### config.mk
export PLATFORM = sky130hd
export DESIGN_NAME = es8psk_rx_framer_flat
export DESIGN_NICKNAME = d
export VERILOG_FILES = /design/src/rtl/es8psk_rx_framer_if.sv /design/src/rtl/es8psk_rx_framer.sv /design/src/flat_wrapper.sv
export SDC_FILE = /design/constraint.sdc
export NUM_CORES = 1
export LEC_CHECK = 0
export ABC_AREA = 1
export CORE_AREA = 8 8 347 349
export CTS_BUF_LIST = sky130_fd_sc_hd__clkbuf_4 sky130_fd_sc_hd__clkbuf_8
export CTS_CLUSTER_SIZE = 24
export DETAILED_ROUTE_END_ITERATION = 8
export DIE_AREA = 0 0 355 357
export PLACE_DENSITY_LB_ADDON = 0.05
export SLEW_MARGIN = 20
export SYNTH_ARGS = -nofsm -noshare
export SYNTH_HDL_FRONTEND = slang
export SYNTH_SLANG_ARGS = --single-unit
export TNS_END_PERCENT = 10
### constraint.sdc
create_clock -name clk -period 19.7 [get_ports clk]
set_input_delay 1.97 -clock clk [delete_from_list [all_inputs] [get_ports clk]]
set_output_delay 1.97 -clock clk [all_outputs]
set_load 0.02 [all_outputs]
### src/rtl/es8psk_rx_framer_if.sv
// Message and byte-stream bundle between the 8PSK decoder/host and the rx framer.
// Latency: none (wires only).
// Backpressure: out_ready from the consumer stalls the byte stream; the message side has none.
// Ports (signals):
//   data_8psk_rx[203:0], ena_data_rx, fail_data : decoded message and its strobe/fail flag
//   out_byte[7:0], out_valid, out_ready, out_first, out_last, out_fail : byte stream
// Modports: master = decoder/host environment, slave = framer.
interface es8psk_rx_framer_if;
  logic [203:0] data_8psk_rx;
  logic         ena_data_rx;
  logic         fail_data;
  logic [7:0]   out_byte;
  logic         out_valid;
  logic         out_ready;
  logic         out_first;
  logic         out_last;
  logic         out_fail;

  modport master (
    output data_8psk_rx, ena_data_rx, fail_data, out_ready,
    input  out_byte, out_valid, out_first, out_last, out_fail
  );

  modport slave (
    input  data_8psk_rx, ena_data_rx, fail_data, out_ready,
    output out_byte, out_valid, out_first, out_last, out_fail
  );
endinterface

### src/rtl/es8psk_rx_framer.sv
// Buffers decoded 204-bit 8PSK messages in a message FIFO and streams each one out as 26 bytes.
// Latency: strobe at t -> fifo_level=1 at t+1 -> first byte valid at t+2; one dead cycle between messages.
// Backpressure: out_ready stalls the byte stream (outputs held); a full FIFO drops new messages and pulses overflow.
// Ports:
//   clk, reset         : decimated receiver clock, async active-high reset (release synchronised here)
//   bus (slave)        : message in (data_8psk_rx/ena_data_rx/fail_data), byte stream out
//   drop_failed        : discard messages flagged fail_data
//   overflow           : one-cycle pulse when a message is lost to a full FIFO
//   fifo_level         : messages waiting in the FIFO (output stage excluded)
//   cnt_good/fail/drop : statistics, live only when ES8PSK_RX_STATS_EN is defined, else tied to 0
module es8psk_rx_framer #(
  parameter int  DEPTH  = 4,
  parameter int  W_DATA = 204,
  localparam int LW     = $clog2(DEPTH) + 1
) (
  input  logic                     clk,
  input  logic                     reset,
  es8psk_rx_framer_if.slave        bus,
  input  logic                     drop_failed,
  output logic                     overflow,
  output logic [LW-1:0]            fifo_level,
  output logic [15:0]              cnt_good,
  output logic [15:0]              cnt_fail,
  output logic [15:0]              cnt_drop
);

  localparam int              PW       = $clog2(DEPTH);
  localparam int              NBYTE    = 26;
  localparam logic [LW-1:0]   DEPTH_L  = LW'(DEPTH);
  localparam logic [4:0]      LAST_IDX = 5'(NBYTE - 1);

  generate
    if (W_DATA != 204) begin : g_bad_width
      $error("es8psk_rx_framer: W_DATA must be 204");
    end
    if (DEPTH < 2 || (DEPTH & (DEPTH - 1)) != 0) begin : g_bad_depth
      $error("es8psk_rx_framer: DEPTH must be a power of 2 and >= 2");
    end
  endgenerate

  // Reset asserts asynchronously but is released on a clock edge.
  logic [1:0] rst_sync_q;
  logic       rst_int;

  always_ff @(posedge clk or posedge reset) begin
    if (reset) rst_sync_q <= 2'b11;
    else       rst_sync_q <= {rst_sync_q[0], 1'b0};
  end

  assign rst_int = rst_sync_q[1];

  typedef enum logic {IDLE, SEND} state_t;

  // ---------------- message FIFO: entry = {fail, data}
  logic [W_DATA:0] mem_q [DEPTH];
  logic [PW-1:0]   wr_ptr_q, rd_ptr_q;
  logic [LW-1:0]   level_q, level_d;
  logic            ovf_q;
  logic            wr_req, wr_acc, pop;
  logic [W_DATA:0] head;
  state_t          state_q;

  assign pop    = (state_q == IDLE) && (level_q != '0);
  assign wr_req = bus.ena_data_rx && !(bus.fail_data && drop_failed);
  // A full FIFO still accepts when the output stage pops in the same cycle.
  assign wr_acc = wr_req && ((level_q < DEPTH_L) || pop);
  assign head   = mem_q[rd_ptr_q];

  always_comb begin
    level_d = level_q;
    case ({wr_acc, pop})
      2'b10:   level_d = level_q + LW'(1);
      2'b01:   level_d = level_q - LW'(1);
      default: level_d = level_q;
    endcase
  end

  always_ff @(posedge clk) begin
    if (wr_acc) mem_q[wr_ptr_q] <= {bus.fail_data, bus.data_8psk_rx};
  end

  always_ff @(posedge clk or posedge rst_int) begin
    if (rst_int) begin
      wr_ptr_q <= '0;
      rd_ptr_q <= '0;
      level_q  <= '0;
      ovf_q    <= 1'b0;
    end else begin
      if (wr_acc) wr_ptr_q <= wr_ptr_q + PW'(1);
      if (pop)    rd_ptr_q <= rd_ptr_q + PW'(1);
      level_q <= level_d;
      ovf_q   <= wr_req && !wr_acc;
    end
  end

  assign overflow   = ovf_q;
  assign fifo_level = level_q;

  // ---------------- output stage
  // sh_q holds {data, 4'b0}; the current byte is always its top 8 bits, so
  // shifting left by a byte per beat yields bytes 0..24 MSB first and then
  // {data[3:0], 4'b0000} as byte 25.
  logic [W_DATA+3:0] sh_q;
  logic [4:0]        idx_q;
  logic              vld_q, first_q, last_q, fail_q;

  always_ff @(posedge clk or posedge rst_int) begin
    if (rst_int) begin
      state_q <= IDLE;
      sh_q    <= '0;
      idx_q   <= '0;
      vld_q   <= 1'b0;
      first_q <= 1'b0;
      last_q  <= 1'b0;
      fail_q  <= 1'b0;
    end else begin
      case (state_q)
        IDLE: begin
          if (pop) begin
            sh_q    <= {head[W_DATA-1:0], 4'b0000};
            fail_q  <= head[W_DATA];
            idx_q   <= '0;
            vld_q   <= 1'b1;
            first_q <= 1'b1;
            last_q  <= 1'b0;
            state_q <= SEND;
          end
        end
        SEND: begin
          if (bus.out_ready) begin
            if (idx_q == LAST_IDX) begin
              vld_q   <= 1'b0;
              first_q <= 1'b0;
              last_q  <= 1'b0;
              fail_q  <= 1'b0;
              state_q <= IDLE;
            end else begin
              idx_q   <= idx_q + 5'd1;
              sh_q    <= {sh_q[W_DATA-5:0], 8'h00};
              first_q <= 1'b0;
              last_q  <= (idx_q == LAST_IDX - 5'd1);
            end
          end
        end
      endcase
    end
  end

  assign bus.out_byte  = sh_q[W_DATA+3 -: 8];
  assign bus.out_valid = vld_q;
  assign bus.out_first = first_q;
  assign bus.out_last  = last_q;
  assign bus.out_fail  = fail_q;

  // ---------------- statistics
`ifdef ES8PSK_RX_STATS_EN
  logic [15:0] good_q, failc_q, drop_q;
  logic        good_inc, fail_inc, drop_inc;

  assign good_inc = wr_acc && !bus.fail_data;
  assign fail_inc = bus.ena_data_rx && bus.fail_data;
  // Both drop_failed discards and overflow losses count as drops.
  assign drop_inc = bus.ena_data_rx && !wr_acc;

  always_ff @(posedge clk or posedge rst_int) begin
    if (rst_int) begin
      good_q  <= '0;
      failc_q <= '0;
      drop_q  <= '0;
    end else begin
      if (good_inc && good_q  != 16'hFFFF) good_q  <= good_q  + 16'd1;
      if (fail_inc && failc_q != 16'hFFFF) failc_q <= failc_q + 16'd1;
      if (drop_inc && drop_q  != 16'hFFFF) drop_q  <= drop_q  + 16'd1;
    end
  end

  assign cnt_good = good_q;
  assign cnt_fail = failc_q;
  assign cnt_drop = drop_q;
`else
  assign cnt_good = 16'd0;
  assign cnt_fail = 16'd0;
  assign cnt_drop = 16'd0;
`endif

endmodule

### src/flat_wrapper.sv
// flat-port wrapper written by rule: the top's interface ports become plain ports
module es8psk_rx_framer_flat 
#(
  parameter int  DEPTH  = 4,
  parameter int  W_DATA = 204,
  localparam int LW     = $clog2(DEPTH) + 1
)
  (clk, reset, drop_failed, overflow, fifo_level, cnt_good, cnt_fail, cnt_drop, bus_data_8psk_rx, bus_ena_data_rx, bus_fail_data, bus_out_ready, bus_out_byte, bus_out_valid, bus_out_first, bus_out_last, bus_out_fail);
  es8psk_rx_framer_if bus_i ();
  input  logic clk;
  input  logic reset;
  input  logic drop_failed;
  output logic overflow;
  output logic [LW-1:0] fifo_level;
  output logic [15:0] cnt_good;
  output logic [15:0] cnt_fail;
  output logic [15:0] cnt_drop;
  input wire logic [$bits(bus_i.data_8psk_rx)-1:0] bus_data_8psk_rx;
  input wire logic [$bits(bus_i.ena_data_rx)-1:0] bus_ena_data_rx;
  input wire logic [$bits(bus_i.fail_data)-1:0] bus_fail_data;
  input wire logic [$bits(bus_i.out_ready)-1:0] bus_out_ready;
  output wire logic [$bits(bus_i.out_byte)-1:0] bus_out_byte;
  output wire logic [$bits(bus_i.out_valid)-1:0] bus_out_valid;
  output wire logic [$bits(bus_i.out_first)-1:0] bus_out_first;
  output wire logic [$bits(bus_i.out_last)-1:0] bus_out_last;
  output wire logic [$bits(bus_i.out_fail)-1:0] bus_out_fail;
  assign bus_i.data_8psk_rx = bus_data_8psk_rx;
  assign bus_i.ena_data_rx = bus_ena_data_rx;
  assign bus_i.fail_data = bus_fail_data;
  assign bus_i.out_ready = bus_out_ready;
  assign bus_out_byte = bus_i.out_byte;
  assign bus_out_valid = bus_i.out_valid;
  assign bus_out_first = bus_i.out_first;
  assign bus_out_last = bus_i.out_last;
  assign bus_out_fail = bus_i.out_fail;
  es8psk_rx_framer #(.DEPTH(DEPTH), .W_DATA(W_DATA)) u_core (.clk(clk), .reset(reset), .bus(bus_i), .drop_failed(drop_failed), .overflow(overflow), .fifo_level(fifo_level), .cnt_good(cnt_good), .cnt_fail(cnt_fail), .cnt_drop(cnt_drop));
endmodule
-- After elaboration in Yosys (flattened, before gate mapping)
Memories as Yosys holds them, arrays and structs flattened.
Index checks and enable logic that the tools add are counted.
- register bits: 228
- bits in latches: 0
- memory bits (writable): 820
- bits in read-only memories: 0
- input bits: 210
- output and inout bits: 64
- logic and storage cells: 68
- memories: 1
- memories (name ; depth ; width ; rd ports ; clocked after Yosys merged registers in ; write ports ; RTL line ; RTL):
    u_core.mem_q ; 4 ; 205 ; 1 ; 0 ; 1 ; es8psk_rx_framer.sv:55 ; logic [W_DATA:0] mem_q [DEPTH];
- add/subtract/negate cells: 5
- multipliers: 0
- div/mod/pow operators: 0
- order comparisons: 1
- equality and inequality tests: 8
- shifts and indexed selects: 0
- muxes and demuxes: 27
- bitwise gates (word level): 1
- reduce and logical (&&, ||, !) cells: 13
- operators with widths (operator ; number):
    $mux 208 ; 3
    $pmux 208 s2 ; 1
    $mux 5 ; 3
    $mux 1 ; 13
    $eq 5x5->1 const B ; 2
    $pmux 1 s2 ; 5
    $pmux 5 s2 ; 1
    $ne 2x2->1 const B ; 3
    $pmux 3 s2 ; 1
    $reduce_and 3->1 ; 2
    $add 5x1->5 const B ; 1
    $logic_and 1x1->1 ; 5
    $add 2x1->2 const B ; 2
    $add 3x1->3 const B ; 1
    $lt 3x3->1 const B ; 1
    $reduce_bool 3->1 ; 1
    $sub 3x1->3 const B ; 1
    $eq 2x1->1 const B ; 1
    $eq 2x2->1 const B ; 1
    $logic_not 1->1 ; 2
    $ne 2x1->1 const B ; 1
    $reduce_and 2->1 ; 1
    $reduce_bool 2->1 ; 1
    $logic_or 1x1->1 ; 1
    $not 1->1 ; 1

-- Logic depth before layout (Yosys ltp)
- word-level depth: 6
- depth in mapped cells: 11
- gate-level depth less buffers: 10

-- Worst setup path after synthesis
Ideal clock, no wire load.
- kind: input port to flip-flop
- start: input bus_ena_data_rx
- end: memory u_core.mem_q[0][0] in the netlist's numbering, enable pin
- arrival: 10.960 ns
- required time: 18.925 ns
- slack: 7.966 ns
- stages on the path: 3
- buffers on the path: 0
- path through: a21boi_0 > o21ai_4 > nor2_1
- cells in the longest elaborated chain, start to end: 4
- RTL lines (what ; RTL line ; RTL):
    start, declared ; flat_wrapper.sv:19 ; input wire logic [$bits(bus_i.ena_data_rx)-1:0] bus_ena_data_rx;
    $logic_and 1x1->1 ; es8psk_rx_framer.sv:64 ; assign wr_req = bus.ena_data_rx && !(bus.fail_data && drop_failed);
    $logic_and 1x1->1 ; es8psk_rx_framer.sv:66 ; assign wr_acc = wr_req && ((level_q < DEPTH_L) || pop);
    $mux 1 ; es8psk_rx_framer.sv:79 ; if (wr_acc) mem_q[wr_ptr_q] <= {bus.fail_data, bus.data_8psk_rx};
    $mux 1 (implied by the code) ; es8psk_rx_framer.sv:79 ;
    end, declared ; es8psk_rx_framer.sv:55 ;
No other way between the ends.

-- Worst setup path after layout
- start: input bus_fail_data
- end: memory u_core.mem_q[0][111] in the netlist's numbering, enable pin
- cells in the longest elaborated chain, start to end: 6
- RTL lines (what ; RTL line ; RTL):
    start, declared ; flat_wrapper.sv:20 ; input wire logic [$bits(bus_i.fail_data)-1:0] bus_fail_data;
    $logic_and 1x1->1 ; es8psk_rx_framer.sv:64 ;
    $logic_not 1->1 ; es8psk_rx_framer.sv:64 ;
    $logic_and 1x1->1 ; es8psk_rx_framer.sv:64 ;
    $logic_and 1x1->1 ; es8psk_rx_framer.sv:66 ;
    $mux 1 ; es8psk_rx_framer.sv:79 ;
    $mux 1 (implied by the code) ; es8psk_rx_framer.sv:79 ;
No other way between the ends.

==> flow_summary.toml <==
[sta]
worstMarginPinSlew_ns = 1.086
tns_ns = 0
rsz0062_at_grt = "false"
hold_viol_final = 0
fin_skew_ns = 0.03875
slew_violations = 0
fmax_ghz = 0.1985
setup_viol_count_final = 0
fin_crit_sh_pct = 25.57
maxSlewHeadroom_pct = 27.61
timing.final.crit_period_ns = 5.038

[critical_path]
critPathBufInv = 3
rr_startpoint = "u_core.state_q$_DFF_PP0_"
timing.rr.end = "u_core.mem_q[0][111]$_DFFE_PP_"
reg2reg_depth = 6
rrSetupSlack_ns = 15.66
cp-end-kind = "flip-flop"
crit_type = "in -> reg"
critical_path.cell_chain = "clkdlybuf4s50_1, a21boi_0, o21ai_4, nor2_4, buf_4, buf_4"
cp_data_arrival_time_ns = 5.46
critPathSlowestCell = "nor2_4"
worstPathMaxFanout = 50
crit_top_cell = "buf_4"
cp-start-kind = "primary input"
critPathTopFamily = "buffers and inverters"
slowest_delay_ns = 0.78
startpoint = "bus_fail_data"
required_ns = 20.13

[cts]
cts-root-buf = "clkbuf_8"
cts_resized = 0
clock_latency_ns = 0.83
clkSinkCount = 1044
clk_pin_slew_worst_paths_ns = 0.06
numCtsBuffers = 181
cts_tree = "built"
ctsHoldBuffers = 0
post_cts_buffers = 0
h-tree-depth = 4
clockBufferDepth = 3

[global_route]
grt_overflow_total = 0
grt_pass1_wl_um = 182300
grt_start_max_net_pins = 200
antenna_found_initial = 6
grt_pass1_vias = 29980
grt_usage_pct = 18.44

[logic_synthesis]
yosysWarnings = 0
synth_top_area_cell = "edfxtp_1"
netlist_instances = 4462
avgSynthCellArea_um2 = 10.22
synth_edf_count = 820
synth_area_um2 = 45600
async_reset_ff_share_pct = 21.46
ys.flop_type = "edfxtp_1"
synth.top_cell.area_share_pct = 54.00
synthDistinctLibCells = 33
ys_ff_latch = 1044
ys_seq_area_share_pct = 66.30
yosys-top-cells-area = "edfxtp_1, dfrtp_1, nand3_1"

[floorplanning]
initial_core_util_pct = 39.61
io_pins = 274
core_region_area_um2 = 115100
die_h_um = 357
num_rows = 125
die_w_um = 355
die_area_um2 = 126700

[routing]
detail-route-antenna-nets = 0
route.detailed.drc = 0
drtPass1Iterations = 5
drt-initial-drc-count = 1670
routed_wl_um = 118400
vias = 29920
vias_per_cell = 4.727
wl_per_cell_um = 18.70

[placed_design]
port_buffers = 225
gp_congestion = 0.7114
postPlaceCellArea_um2 = 48650
post-dp-hpwl_um = 63350

[power]
p_leak_nw = 23.42
power.density_nw_per_um2 = 113.9
ir_worst_vdd_uv = 71.13

[job]
maxCapViolCount = 0

[cells_and_area]
drive_above_1_share_pct = 8.850
fin_nets = 4868
n_fill_cell = 10940
area_growth_pct = 14.73
final_area_um2 = 52320
post-route-util_pct = 45.45

[outcome]
outcome = "completed"

[worst_hold_path]
hp-class = "reg -> async"
## report_power, final
group          total (mW)  internal, mW  switching, mW  leakage (nW)
logic                1.28         0.437          0.840          11.1
registers            2.70          2.56          0.140          10.4
clock network        1.98          1.10          0.887          1.96
total                5.96          4.09           1.87          23.4
## Yosys cell counts, types with 2 or more instances
cell type     n
nand2_4       2
buf_2       159
nand4_1       2
nand2_1    1041
xor2_1        3
or2_2        66
buf_6        22
clkbuf_1     57
ha_1          8
o21ai_0       9
inv_2         5
a21oi_1       4
nor2_1       14
buf_4        61
or2_0         4
buf_1         5
dfstp_2       2
edfxtp_1    820
nand3_1    1018
inv_1       801
dfrtp_1     222
or2_1       126
## final cells by class
type	count	area, µm²	share of cell area [%]
inverters	806	3055	5.840
diodes	4	10.01	0.01913
multi-input cells	2356	10850	20.74
repair buffers	260	2603	4.974
clock inverters	54	292.8	0.5596
flip-flops and latches	1044	30240	57.80
clock buffers	282	3362	6.426
well taps	1524	1907	3.645
## cells in the final DEF, fill, tap and decap left out, types with 31 or more instances in the layout
| master | n |
|---|---|
| or2_1 | 126 |
| inv_1 | 800 |
| conb_1 | 49 |
| clkinv_1 | 31 |
| clkdlybuf4s50_1 | 225 |
| clkbuf_8 | 199 |
| edfxtp_1 | 820 |
| dfrtp_1 | 220 |
| nand2_1 | 1041 |
| clkbuf_4 | 83 |
| nand3_1 | 1018 |
| or2_2 | 66 |
## logic make-up after synthesis
kind of cell,Yosys count,synth area share (%)
and+or+nand+nor,2277,22.69
buffers and inverters,1110,10.44
DFF,1044,66.30
AOI/OAI and AO/OA,17,0.2278
adders and majority gates,9,0.2634
xor gates and xnor gates,4,0.07684
other,1,0.008224
## per-layer routing
metal / up-vias / track usage (%) / wire (µm)
met3: 186 / 3.264 / 5272
met4: 2 / 5.345 / 2541
met2: 612 / 30.49 / 56210
met5: - / 0 / 13
li1: 14670 / - / -
met1: 14450 / 24.93 / 54360
## worst max-delay path by stage
stage	cells after the start	to	slack, ns
6_report	6	u_core.mem_q[0][111]$_DFFE_PP_	14.66
5_1_grt	6	u_core.mem_q[0][116]$_DFFE_PP_	14.49
4_1_cts	6	u_core.mem_q[0][111]$_DFFE_PP_	14.66
3_5_place_dp	6	u_core.mem_q[0][111]$_DFFE_PP_	13.74
3_3_place_gp	6	u_core.mem_q[0][109]$_DFFE_PP_	13.80
2_1_floorplan	3	u_core.mem_q[0][0]$_DFFE_PP_	7.97
## registers in the layout, indices dropped and copies added (netlist names), 2 cells and up
register,flops
u_core.mem_q,820
u_core.wr_ptr_q,2
u_core.sh_q,204
u_core.fifo_level,3
u_core.idx_q,5
u_core.rst_sync_q,2
u_core.rd_ptr_q,2
## per-stage QoR
step           power, mW  worst slack (ns)  hold slack, ns  instances
3_3_place_gp       4.039             13.80          0.3457       5990
6_report           5.959             14.66          0.3476       6330
2_1_floorplan      3.641             7.966          0.3452       4510
4_1_cts            6.062             14.66          0.3554       6326
5_1_grt            6.310             14.49          0.3635       6327
3_5_place_dp       4.047             13.74          0.3472       5990
Power figures use the tool's default switching activity.
